===== config.mk =====
export PLATFORM = sky130hd
export DESIGN_NAME = mat_row_accumulator
export DESIGN_NICKNAME = d
export VERILOG_FILES = /design/src/rtl/mat_row_accumulator.sv
export SDC_FILE = /design/constraint.sdc
export NUM_CORES = 1
export LEC_CHECK = 0
export CAP_MARGIN = 15
export CORE_UTILIZATION = 52
export DETAILED_ROUTE_END_ITERATION = 10
export MAX_ROUTING_LAYER = met4
export PLACE_DENSITY = 0.87
export SYNTH_ARGS = -nofsm -noshare
export SYNTH_HDL_FRONTEND = slang
export SYNTH_SLANG_ARGS = --single-unit

===== constraint.sdc =====
create_clock -name clk -period 2.7 [get_ports clk]
set_input_delay 0.27 -clock clk [delete_from_list [all_inputs] [get_ports clk]]
set_output_delay 0.27 -clock clk [all_outputs]
set_load 0.01 [all_outputs]

===== src/rtl/mat_row_accumulator.sv =====
// rtl/mat_row_accumulator.sv - row-by-row matrix RAM reader producing per-row sums on a valid/ready port
module mat_row_accumulator #(
    parameter int DW = 8,
    parameter int m  = 8,
    parameter int n  = 8
) (
    input  logic                            clk,
    input  logic                            rst_n,
    input  logic                            start,
    input  logic                            abort,
    output logic                            busy,
    output logic                            done,
    output logic                            ramEN,
    output logic                            readEN,
    output logic [m+n-1:0]                  addr,
    input  logic [2*DW-1:0]                 mem_data,
    output logic                            sumValid,
    input  logic                            sumReady,
    output logic [2*DW+$clog2(n+1)-1:0]     sumData,
    output logic [m-1:0]                    sumRow
);

    localparam int SW = 2*DW + $clog2(n+1);
    localparam int AW = m + n;

    typedef enum logic [1:0] {
        S_IDLE  = 2'd0,
        S_READ  = 2'd1,
        S_DRAIN = 2'd2,
        S_OUT   = 2'd3
    } state_t;

    state_t          state_q, state_d;
    logic [m-1:0]    row_q, row_d;
    logic [n-1:0]    col_q, col_d;
    logic [SW-1:0]   acc_q, acc_d;
    logic            rdv_q, rdv_d;
    logic [AW-1:0]   addr_q, addr_d;
    logic            done_q, done_d;
    logic [AW-1:0]   issue_addr;

    // Address of the word being requested this cycle (meaningful only in READ).
    assign issue_addr = AW'(row_q) * AW'(n) + AW'(col_q);

    // Next-state logic: sweep sequencing, accumulation of returned data, abort override.
    always_comb begin
        state_d = state_q;
        row_d   = row_q;
        col_d   = col_q;
        acc_d   = acc_q;
        rdv_d   = (state_q == S_READ);
        addr_d  = addr_q;
        done_d  = 1'b0;

        // Data from the read issued last cycle arrives now.
        if (rdv_q) begin
            acc_d = acc_q + SW'(mem_data);
        end

        case (state_q)
            S_IDLE: begin
                if (start) begin
                    state_d = S_READ;
                    row_d   = '0;
                    col_d   = '0;
                    acc_d   = '0;
                end
            end
            S_READ: begin
                addr_d = issue_addr;
                if (int'(col_q) == n - 1) begin
                    col_d   = '0;
                    state_d = S_DRAIN;
                end else begin
                    col_d = col_q + 1'b1;
                end
            end
            S_DRAIN: begin
                state_d = S_OUT;
            end
            S_OUT: begin
                if (sumReady) begin
                    if (int'(row_q) == m - 1) begin
                        state_d = S_IDLE;
                        done_d  = 1'b1;
                    end else begin
                        row_d   = row_q + 1'b1;
                        acc_d   = '0;
                        state_d = S_READ;
                    end
                end
            end
            default: begin
                state_d = S_IDLE;
            end
        endcase

        // Abort beats everything, including a handshake in the same cycle.
        if (abort) begin
            state_d = S_IDLE;
            row_d   = '0;
            col_d   = '0;
            acc_d   = '0;
            rdv_d   = 1'b0;
            done_d  = 1'b0;
        end
    end

    // State registers with asynchronous active-low reset.
    always_ff @(posedge clk or negedge rst_n) begin
        if (!rst_n) begin
            state_q <= S_IDLE;
            row_q   <= '0;
            col_q   <= '0;
            acc_q   <= '0;
            rdv_q   <= 1'b0;
            addr_q  <= '0;
            done_q  <= 1'b0;
        end else begin
            state_q <= state_d;
            row_q   <= row_d;
            col_q   <= col_d;
            acc_q   <= acc_d;
            rdv_q   <= rdv_d;
            addr_q  <= addr_d;
            done_q  <= done_d;
        end
    end

    assign busy     = (state_q != S_IDLE);
    assign ramEN    = (state_q == S_READ);
    assign readEN   = (state_q == S_READ);
    assign addr     = (state_q == S_READ) ? issue_addr : addr_q;
    assign sumValid = (state_q == S_OUT);
    assign sumData  = acc_q;
    assign sumRow   = row_q;
    assign done     = done_q;

endmodule


==> summary.md, run 1 <==
| Metric | Value |
|---|---|
| Tcrit/Tclk final | `97.74%` |
| Unique cell type count in the Yosys netlist | `53` |
| Largest net degree at the start of global routing | `26` |
| Vias | `3233` |
| Via density | `5.900` |
| Failing checks | `design-rule violations` |
| CP required | `2.43 ns` |
| Hold crit path type | `primary input to asynchronous set/reset pin` |
| Final Hold Fails | `0` |
| Syn Std Cell Area | `3507 sq um` |
| Flop pwr share | `38.0%` |
| Worst EP arrival | `2.37 ns` |
| Worst Reg-to-Reg Cells | `8` |
| CTS tree | `built` |
| Status | `finished with violations` |
| Clock Tree Buf Depth | `2` |
| CP Class | `flop to primary output` |
| First-pass GRT wire length | `14790 um` |
| Die X | `84.13 um` |
| Pre-Repair DR Iteration Count | `8` |
| Share of total power in combinational logic | `44.6%` |
| Total Routing Usage GR | `26.95%` |
| Core area | `6422 sq um` |
| Internal cell power | `1.591 mW` |
| Max FO, Critical Path | `2` |
| DP Wirelength | `6641 um` |
| Post-Syn Nets | `425` |
| Worst setup EP type | `primary output` |
| Post-synth EDFFs | `0` |
| Initial antenna violation count | `0` |
| Relative slew margins | `59.43%` |
| Clock share of power | `17.4%` |
| Synthesis-to-finish area growth | `31.39%` |
| Clk root buf | `clkbuf_8` |
| Min cycle time layout | `2.639 ns` |
| Leak | `2.095 nW` |
| Initial Util | `54.61%` |
| Total power | `2.564 mW` |
| DR WL/cell | `16.78 um` |
| Final WS setup | `0.06098 ns` |
| Total CTS buffers | `5` |
| H-tree levels | `2` |
| Syn avg cell area | `9.352 sq um` |
| Core Rows | `29` |
| Setup crit start kind | `flop` |
| Mapped Cells | `375` |
| Nets@finish | `521` |
| Die ar. | `7077 sq um` |
| Worst-Margin Slew | `0.6085 ns` |
| Psw | `0.9735 mW` |
| Clock transition at path regs | `0.10 ns` |
| Antenna viol nets, final | `0` |
| Synthesized flop and latch total | `56` |
| Slew Limit Fails | `0` |
| Max Clock Freq | `378.9 MHz` |
| Max-cap violations | `0` |
| Top-level port count | `70` |
| Ys flop type | `dfrtp_1` |
| Part of the Yosys area used for sequential elements | `39.96%` |
| Async SR Flop Fraction | `100.0%` |
| Yosys Warn Count | `0` |
| Worst VDD drop | `0.0003575 V` |
| Worst-Skew Late Latency | `0.31 ns` |
| Die H | `84.13 um` |
| Final setup fails | `0` |
| Pre-CTS WS | `-0.1154 ns` |
| Sw Ratio | `37.97%` |
| DRC Markers | `8` |
| GP Congestion | `0.8820` |
| DRT iter0 DRCs | `156` |
| Ant. Diodes | `0` |
| Vias in the first global route | `3215` |
| Total grt overflow | `0` |
| Final wirelength | `9196 um` |
| Layout cells sized above 1 | `13.38%` |
| Worst Skew | `0.004741 ns` |
| Pwr per Cell Area | `556.4 nW/um^2` |
| IO buf count | `69` |
| Clk sinks | `56` |
[registers in the layout (all words and copies together), names as in the netlist]
name / cells
col_q: 8
state_q: 2
rdv_q: 1
sumData: 20
addr_q: 16
done: 1
sumRow: 8
[logic make-up (layout without fill, tap and decap cells)]
| group | count (synthesis) | count (layout) | share of synthesized area (%) |
|---|---|---|---|
| adders and majority gates | 29 | 29 | 10.77 |
| DFF | 56 | 56 | 39.96 |
| and+or+nand+nor | 130 | 130 | 18.55 |
| AOI/OAI and AO/OA | 98 | 98 | 18.05 |
| xor gates and xnor gates | 16 | 16 | 3.996 |
| muxes | 18 | 18 | 5.387 |
| buffers and inverters | 28 | 124 | 3.282 |
[Yosys cell counts (4+ instances only)]
cell type	instances	area share (%)
dfrtp_1	56	40
nand2_1	35	3.7
o21ai_0	30	4.3
nor2_1	28	3.0
ha_1	27	9.6
a21oi_1	21	3.0
inv_1	16	1.7
nand3_1	14	2.0
xnor2_1	12	3.0
mux2i_1	11	3.1
a21o_1	10	2.1
nor2b_1	8	1.4
and3_1	7	1.2
mux2_2	7	2.2
nand2b_1	7	1.2
nor3_1	7	1.0
o31ai_1	6	1.3
or3_1	6	1.1
buf_2	5	0.71
clkbuf_1	5	0.54
nand3b_1	5	1.1
a211oi_1	4	0.86
o21a_1	4	0.86
xor2_1	4	1.0
[per-layer routing]
metal / vias to the layer above / global-route usage [%] / wire (um)
met5: - / - / 0
li1: 1535 / - / -
met3: 20 / 4.253 / 526
met1: 1543 / 30.42 / 3742
met2: 135 / 49.48 / 4717
met4: 0 / 7.053 / 210
[final timing paths]
kind | slack (ns) | start | to
worst max-delay path | 0.06 | col_q[3]$_DFFE_PN0P_ | addr[5]
min in group clk | 0.50 | addr_q[6]$_DFF_PN0_ | addr_q[6]$_DFF_PN0_
worst max register to register | 0.22 | sumData[1]$_DFF_PN0_ | sumData[19]$_DFF_PN0_
worst min register to register | 0.50 | addr_q[6]$_DFF_PN0_ | addr_q[6]$_DFF_PN0_
max in group asynchronous | 1.51 | rst_n | col_q[7]$_DFFE_PN0P_
worst min-delay path | 0.50 | rst_n | sumData[10]$_DFF_PN0_
[critical path: stages, from the launching register on]
cell and delay (ns):
dfrtp_1 0.38, ha_2 0.18, inv_1 0.05, fa_1 0.39, buf_4 0.16, xnor2_1 0.12
mux2_2 0.29, clkdlybuf4s50_1 0.49
[layout make-up]
| cell class | count | area, sq um |
|---|---|---|
| Sequential cell | 56 | 1401 |
| Tap cell | 77 | 96.34 |
| Fill cell | 494 | 1814 |
| Inverter | 16 | 60.06 |
| Timing Repair Buffer | 101 | 912.1 |
| Clock buffer | 6 | 72.57 |
| Multi-Input combinational cell | 291 | 2061 |
| Clock inverter | 1 | 5.005 |
[power groups by stage]
| stage | clock (mW) | combinational, mW | sequential, mW |
|---|---|---|---|
| global route | 0.481 | 1.25 | 0.986 |
| finish | 0.446 | 1.14 | 0.974 |
| detailed placement | 0 | 1.12 | 0.987 |
| global placement | 0 | 1.08 | 0.981 |
| floorplan | 0 | 0.669 | 0.992 |
| CTS | 0.458 | 1.12 | 0.971 |
[per-stage QoR]
step	instances	cell area [sq um]	hold WS (ns)	setup TNS [ns]	utilization, %
final	548	4608	0.5003	0	71.75
after global routing	548	4608	0.5190	-0.06987	71.75
after global placement	537	4444	0.3022	-0.02116	69.20
after detailed placement	537	4444	0.3101	-0.2817	69.20
after CTS	546	4562	0.5057	0	71.03
after floorplan	375	3507	-0.02559	0	-
[layout by cell type, fill, tap and decap left out, types with 5 or more instances in the layout]
master,n
nand2b_1,7
mux2_2,6
and3_1,7
mux2i_1,11
buf_4,31
nand3_1,14
nor2_1,28
a21oi_1,18
nand2_1,35
o31ai_1,6
nor2b_1,8
a21o_1,10
inv_1,16
o21ai_0,26
dfrtp_1,56
clkbuf_8,5
nand3b_1,5
nor3_1,7
ha_1,25
xnor2_1,11
or3_1,6
clkdlybuf4s50_1,63
[what timing repair did]
action                                 CTS  global route
buffers inserted                         1             2
gates resized for setup                 19            13
pin swaps                                2             5
hold buffers                             1             0
endpoints found under the hold margin   23             0
setup endpoints to repair                5             7
Power figures use the tool's default switching activity.
==> run 2: changes to the inputs <==
--- a/config.mk
+++ b/config.mk
@@ -8,6 +8,7 @@
 export CAP_MARGIN = 15
 export CORE_UTILIZATION = 52
 export DETAILED_ROUTE_END_ITERATION = 10
+export GPL_ROUTABILITY_DRIVEN = 0
 export MAX_ROUTING_LAYER = met4
 export PLACE_DENSITY = 0.87
 export SYNTH_ARGS = -nofsm -noshare
==> run 2 against run 1 <==
The flow finishes with violations (design-rule violations, negative hold slack). Sequential power fell by 0.5%. Flip-flop and latch count did not move. Clock skew fell by 0.0012 ns. Design area up 0.35%. First-iteration DRC count rose by 19%. Final cell count is 0.36% lower. Clock power increased by 29%. Non-clock buffer count shrank 3. Sequential share of layout area decreased by 0.11 points. Highest routed layer unchanged.
==> summary.md, run 2 (synthesized netlist as in run 1, its figures left out) <==
| Metric | Value |
|---|---|
| Leak | `2.117 nW (+1.0%)` |
| Clock Tree Buf Depth | `2 (unchanged)` |
| Clk root buf | `clkbuf_8` |
| Status | `finished with violations` |
| Hold crit path type | `primary input to asynchronous set/reset pin` |
| Flop pwr share | `36.1% (-1.9 points)` |
| Clock share of power | `21.4% (+4.0 points)` |
| H-tree levels | `2 (unchanged)` |
| Die X | `84.13 um (unchanged)` |
| # hold bufs at CTS | `0 (-1)` |
| Crit-path cells | `ha_1, inv_1, fa_2, nor2b_2, o21ai_2, a21boi_2, o21ai_2, buf_4, o2bb2ai_2, clkdlybuf4s15_2` |
| Pwr per Cell Area | `580.5 nW/um^2 (+4.3%)` |
| Core Util, Final | `72.00% (+0.25 points)` |
| Antenna viol nets, final | `0 (unchanged)` |
| CP Class | `flop to primary output` |
| Area of the multi-input gates | `2048 sq um (-0.61%)` |
| DP Wirelength | `6350 um (-4.4%)` |
| Worst EP arrival | `2.38 ns (about the same)` |
| Number of buffers and inverters on the critical path | `3 (unchanged)` |
| Clk sinks | `56 (unchanged)` |
| Psw | `0.9918 mW (+1.9%)` |
| Vias in the first global route | `3168 (-1.5%)` |
| IO buf count | `69 (unchanged)` |
| Final Hold Fails | `28 (+28)` |
| Vias | `3169 (-2.0%)` |
| Fill count | `471 (-4.7%)` |
| Max FO, Critical Path | `2 (unchanged)` |
| Crit path max-delay cell type | `dfrtp_1` |
| Internal cell power | `1.693 mW (+6.4%)` |
| Worst-Margin Slew | `0.6902 ns (+0.08171 ns)` |
| Worst path max stage delay | `0.38 ns (-0.11 ns)` |
| Dpl cells | `535 (-0.37%)` |
| Most common cell after layout, fill and taps aside | `clkdlybuf4s50_1` |
| Relative slew margins | `53.98% (-5.4 points)` |
| Total CTS buffers | `5 (unchanged)` |
| Non-Filler Instances | `546 (-0.36%)` |
| Worst Skew | `0.003549 ns (-0.001192 ns)` |
| Via density | `5.804 (-1.6%)` |
| First-pass GRT wire length | `14350 um (-2.9%)` |
| Crit path max-delay family | `compound AO/OA/AOI/OAI gates` |
| Top-level port count | `70 (unchanged)` |
| Clock transition at path regs | `0.11 ns (about the same)` |
| CP most frequent cell | `o21ai_2` |
| Pre-Repair DR Iteration Count | `8 (unchanged)` |
| Largest net degree at the start of global routing | `31 (+19%)` |
| CP required | `2.43 ns (about the same)` |
| Tcrit/Tclk final | `98.02% (+0.28 points)` |
| Nets@finish | `518 (-0.58%)` |
| Final setup fails | `0 (unchanged)` |
| Worst VDD drop | `0.0003355 V (-6.2%)` |
| FF+latch area | `1401 sq um (unchanged)` |
| Worst setup EP type | `primary output` |
| Synthesis-to-finish area growth | `31.86%` |
| Max-cap violations | `0 (unchanged)` |
| DR WL/cell | `15.89 um (-5.3%)` |
| Slew Limit Fails | `0 (unchanged)` |
| Initial Util | `54.61% (unchanged)` |
| Worst hold slack | `-0.01220 ns (-0.5125 ns)` |
| Ant. Diodes | `0 (unchanged)` |
| Setup crit start kind | `flop` |
| Die H | `84.13 um (unchanged)` |
| Crit path from | `sumRow[0]$_DFFE_PN0P_` |
| Core Rows | `29 (unchanged)` |
| Failing checks | `design-rule violations, negative hold slack` |
| FF-to-FF Start | `sumData[2]$_DFF_PN0_` |
| Sw Ratio | `36.95% (-1.0 points)` |
| Commonest non-fill, non-tap cells in the layout | `62 x clkdlybuf4s50_1, 56 x dfrtp_1, 35 x nand2_1, 29 x buf_4, 28 x nor2_1` |
| CTS tree | `built` |
| Share of total power in combinational logic | `42.5% (-2.1 points)` |
| DRT iter0 DRCs | `185 (+19%)` |
| DRC Markers | `9 (+1)` |
| Core area | `6422 sq um (unchanged)` |
| Initial antenna violation count | `0 (unchanged)` |
| Die ar. | `7077 sq um (unchanged)` |
| Min cycle time layout | `2.647 ns (+0.007626 ns)` |
| Max Clock Freq | `377.8 MHz (-0.29%)` |
| Layout cells sized above 1 | `13.65% (+0.27 points)` |
| Max reg flops | `20 (unchanged)` |
| Worst-Skew Late Latency | `0.31 ns (about the same)` |
| Final wirelength | `8674 um (-5.7%)` |
| Total grt overflow | `0 (unchanged)` |
| Total Routing Usage GR | `25.96% (-1.0 points)` |
run 2: metrics by stage:
| stage | instance area (sq um) | power [mW] | TNS, ns | worst slack (ns) |
|---|---|---|---|---|
| 2_1_floorplan | 3507 | 1.661 | 0 | 0.4055 |
| 6_report | 4624 | 2.684 | 0 | 0.05336 |
| 5_1_grt | 4624 | 2.854 | -0.1329 | -0.05555 |
| 3_3_place_gp | 4429 | 2.054 | -0.01425 | -0.01425 |
| 4_1_cts | 4579 | 2.654 | 0 | 0.01663 |
| 3_5_place_dp | 4429 | 2.094 | -0.2302 | -0.1052 |
run 2: final timing paths:
path                       cells after the start  slack (ns)                     to
max                                           10        0.05               addr[11]
max in group asynchronous                      2        2.05   col_q[7]$_DFFE_PN0P_
min in group clk                               1        0.50    addr_q[7]$_DFF_PN0_
min reg2reg                                    1        0.50    addr_q[7]$_DFF_PN0_
max reg2reg                                    7        0.29  sumData[16]$_DFF_PN0_
min                                            1       -0.01   sumData[4]$_DFF_PN0_
run 2: power by group through the flow:
stage / sequential, mW / clock [mW] / combinational, mW
after floorplan: 0.992 / 0 / 0.669
after CTS: 0.970 / 0.576 / 1.11
after global routing: 0.980 / 0.626 / 1.25
after detailed placement: 0.986 / 0 / 1.11
final: 0.969 / 0.575 / 1.14
after global placement: 0.981 / 0 / 1.07
run 2: layout make-up:
class / instances / area share [%]
clock buffer: 5 / 1.488
clock inverter: 3 / 1.028
inverter: 16 / 1.299
multi-input combinational: 291 / 44.29
sequential: 56 / 30.30
tap: 77 / 2.083
timing repair buffer: 98 / 19.51
run 2: metal layers:
layer	part of all wire (%)	GRT usage [%]	wire length (um)
met5	0	-	0
met1	43	31.41	3739
met4	2.5	8.150	213
met3	5.5	5.045	479
met2	49	43.82	4241
run 2: what timing repair did:
| action | 4_1_cts | 5_1_grt |
|---|---|---|
| setup buffers | 2 | 1 |
| endpoints found under the setup margin | 5 | 8 |
| cloned | 0 | 0 |
| endpoints found under the hold margin | 0 | 0 |
| pin swaps | 4 | 5 |
| resized for setup | 21 | 13 |
==> run 3: changes to the inputs <==
--- a/config.mk
+++ b/config.mk
@@ -6,11 +6,11 @@
 export NUM_CORES = 1
 export LEC_CHECK = 0
 export CAP_MARGIN = 15
-export CORE_UTILIZATION = 52
+export CORE_UTILIZATION = 56
 export DETAILED_ROUTE_END_ITERATION = 10
 export GPL_ROUTABILITY_DRIVEN = 0
 export MAX_ROUTING_LAYER = met4
-export PLACE_DENSITY = 0.87
+export PLACE_DENSITY = 0.93
 export SYNTH_ARGS = -nofsm -noshare
 export SYNTH_HDL_FRONTEND = slang
 export SYNTH_SLANG_ARGS = --single-unit
==> constraint.sdc (replaced) <==
create_clock -name clk -period 3.2 [get_ports clk]
set_input_delay 0.32 -clock clk [delete_from_list [all_inputs] [get_ports clk]]
set_output_delay 0.32 -clock clk [all_outputs]
set_load 0.01 [all_outputs]
==> run 3 against run 2 <==
The run now ends clean. First-iteration DRC count fell by 11%. Via count shrank 1.6%. Largest cell class unchanged. Register-to-register slack gained 0.38 ns. Design area fell by 4.7%. Die area is 7.0% lower. Final cell count fell by 4.8%. Total power shrank 17%.
==> summary.md, run 3 (synthesized netlist as in run 1, its figures left out) <==
| Metric | Value |
|---|---|
| Synthesis-to-finish area growth | `25.62%` |
| FF+latch area | `1403 sq um (about the same)` |
| Slew Limit Fails | `0 (unchanged)` |
| Crit path max-delay cell type | `clkdlybuf4s50_1` |
| CP Class | `flop to primary output` |
| DRC Markers | `0 (-9)` |
| Tcrit/Tclk final | `95.06%` |
| Commonest non-fill, non-tap cells in the layout | `66 x clkdlybuf4s50_1, 55 x dfrtp_1, 35 x nand2_1, 29 x o21ai_0, 28 x nor2_1` |
| Total Routing Usage GR | `27.23% (+1.3 points)` |
| Initial antenna violation count | `0 (unchanged)` |
| Ant. Diodes | `0 (unchanged)` |
| CTS tree | `built` |
| Core area | `5991 sq um (-6.7%)` |
| Worst Setup EP | `addr[8]` |
| Max reg flops | `20 (unchanged)` |
| Nets@finish | `494 (-4.6%)` |
| Hold crit path type | `primary input to asynchronous set/reset pin` |
| Worst-Margin Slew | `0.8178 ns (+0.1276 ns)` |
| Total grt overflow | `0 (unchanged)` |
| Die ar. | `6583 sq um (-7.0%)` |
| Worst hold slack | `0.08434 ns (+0.09654 ns)` |
| Worst-Skew Late Latency | `0.32 ns (about the same)` |
| Layout cells sized above 1 | `6.517% (-7.1 points)` |
| Status | `finished clean` |
| DRT iter0 DRCs | `165 (-11%)` |
| Worst EP arrival | `2.72 ns (+0.34 ns)` |
| First-pass GRT wire length | `13450 um (-6.3%)` |
| Max FO, Critical Path | `6 (+4)` |
| Crit-path cells | `ha_1, a21o_1, a21oi_2, o21ai_1, a21oi_2, xnor2_1, mux2_2, clkdlybuf4s50_1` |
| Setup crit start kind | `flop` |
| Clk root buf | `clkbuf_8` |
| Largest net degree at the start of global routing | `37 (+19%)` |
| Worst path max stage delay | `0.53 ns (+0.15 ns)` |
| Total CTS buffers | `5 (unchanged)` |
| Postcts setup bufs | `0 (-2)` |
| Vias | `3118 (-1.6%)` |
| IO buf count | `69 (unchanged)` |
| Most common cell after layout, fill and taps aside | `clkdlybuf4s50_1` |
| Max-cap violations | `0 (unchanged)` |
| Leak | `1.985 nW (-6.2%)` |
| Antenna viol nets, final | `0 (unchanged)` |
| H-tree levels | `2 (unchanged)` |
| Initial Util | `58.54% (+3.9 points)` |
| Final Hold Fails | `0 (-100%)` |
| Crit path from | `sumRow[1]$_DFFE_PN0P_` |
| Worst VDD drop | `0.0003359 V (+0.14%)` |
| Setup_tns | `0 ns (unchanged)` |
| Clock transition at path regs | `0.10 ns (about the same)` |
| Worst setup EP type | `primary output` |
| Clock Tree Buf Depth | `2 (unchanged)` |
| CP most frequent cell | `a21oi_2` |
| FF-to-FF Start | `sumData[1]$_DFF_PN0_` |
| DR WL/cell | `15.71 um (-1.1%)` |
| Relative slew margins | `45.48% (-8.5 points)` |
| R2R Path End | `sumData[19]$_DFF_PN0_` |
| Flop2flop setup slack | `0.67 ns (+0.38 ns)` |
| Vias in the first global route | `2979 (-6.0%)` |
| Max Clock Freq | `328.7 MHz` |
| Min cycle time layout | `3.042 ns` |
| # hold bufs at CTS | `0 (unchanged)` |
| Die H | `81.14 um (-3.6%)` |
| Worst Reg-to-Reg Cells | `7 (unchanged)` |
| Via density | `5.996 (+3.3%)` |
| Worst Skew | `0.01243 ns (+0.008885 ns)` |
| Fill count | `432 (-8.3%)` |
| Top-level port count | `70 (unchanged)` |
| Pre-Repair DR Iteration Count | `4 (-4)` |
| Final setup fails | `0 (unchanged)` |
| Pwr per Cell Area | `508.4 nW/um^2 (-12%)` |
| Die X | `81.14 um (-3.6%)` |
| CP required | `2.88 ns (+0.45 ns)` |
| DP Wirelength | `6050 um (-4.7%)` |
| Clk sinks | `56 (unchanged)` |
| Area of the multi-input gates | `1998 sq um (-2.4%)` |
| Core Rows | `28 (-3.4%)` |
| Final wirelength | `8170 um (-5.8%)` |
[run 3: cell types whose count changed in the layout (fill, tap and decap cells not counted), moves of 2 or more]
cell,delta
o21ai_2,-3
clkinv_4,-2
clkbuf_8,+2
clkdlybuf4s50_1,+4
buf_4,-24
o21ai_0,+3
[run 3: worst min-delay path by stage]
stage / end / slack, ns / cells after the start
finish: sumData[1]$_DFF_PN0_ / 0.08 / 1
global route: sumData[1]$_DFF_PN0_ / 0.14 / 1
CTS: sumData[1]$_DFF_PN0_ / 0.12 / 1
detailed placement: sumData[1]$_DFF_PN0_ / 0.46 / 1
global placement: sumData[4]$_DFF_PN0_ / 0.46 / 1
floorplan: addr_q[0]$_DFF_PN0_ / 0.02 / 0
[run 3: final cells by class]
class	count	share of cell area (%)
Clock buffer	7	2.187
Sequential cell	56	31.84
Multi-Input combinational cell	291	45.36
Timing Repair Buffer	74	16.44
Clock inverter	1	0.6816
Inverter	16	1.363
Tap cell	75	2.130
[run 3: power by group]
group	leakage, nW	total [mW]	switching [mW]	internal (mW)
clock	0.0645	0.511	0.234	0.277
sequential	0.772	0.821	0.0484	0.773
combinational	1.15	0.908	0.521	0.387
total	1.98	2.24	0.804	1.44
[run 3: layer usage]
layer | share of wire [%] | wire (um) | GRT usage (%)
met5 | 0 | 0 | -
met3 | 5.2 | 421 | 4.719
met2 | 51 | 4130 | 47.14
met1 | 42 | 3453 | 32.24
met4 | 2.0 | 165 | 8.214
[run 3: repair_timing]
item                                    4_1_cts  5_1_grt
gates resized for setup                       3        4
endpoints found under the setup margin        2        3
pin swaps                                     0        1
[run 3: per-stage QoR]
stage | area (sq um) | power, mW | setup WS (ns) | instances | utilization, %
final | 4405 | 2.240 | 0.1581 | 520 | 73.54
after global routing | 4405 | 2.365 | -0.007183 | 520 | 73.54
after CTS | 4395 | 2.245 | 0.008607 | 520 | 73.37
after detailed placement | 4269 | 1.738 | 0.2466 | 512 | 71.26
after global placement | 4269 | 1.703 | 0.3489 | 512 | 71.26
after floorplan | 3507 | 1.401 | 0.8555 | 375 | -
[run 3: critical path, delay by kind of cell, from the launching register on]
| kind | cells | cell delay [ns] |
|---|---|---|
| XOR/XNOR | 1 | 0.18 |
| flip-flops | 1 | 0.46 |
| adder cells (fa/ha/maj) | 1 | 0.33 |
| AO/OA/AOI/OAI | 4 | 0.72 |
| buffers and inverters | 1 | 0.53 |
| multiplexers | 1 | 0.20 |
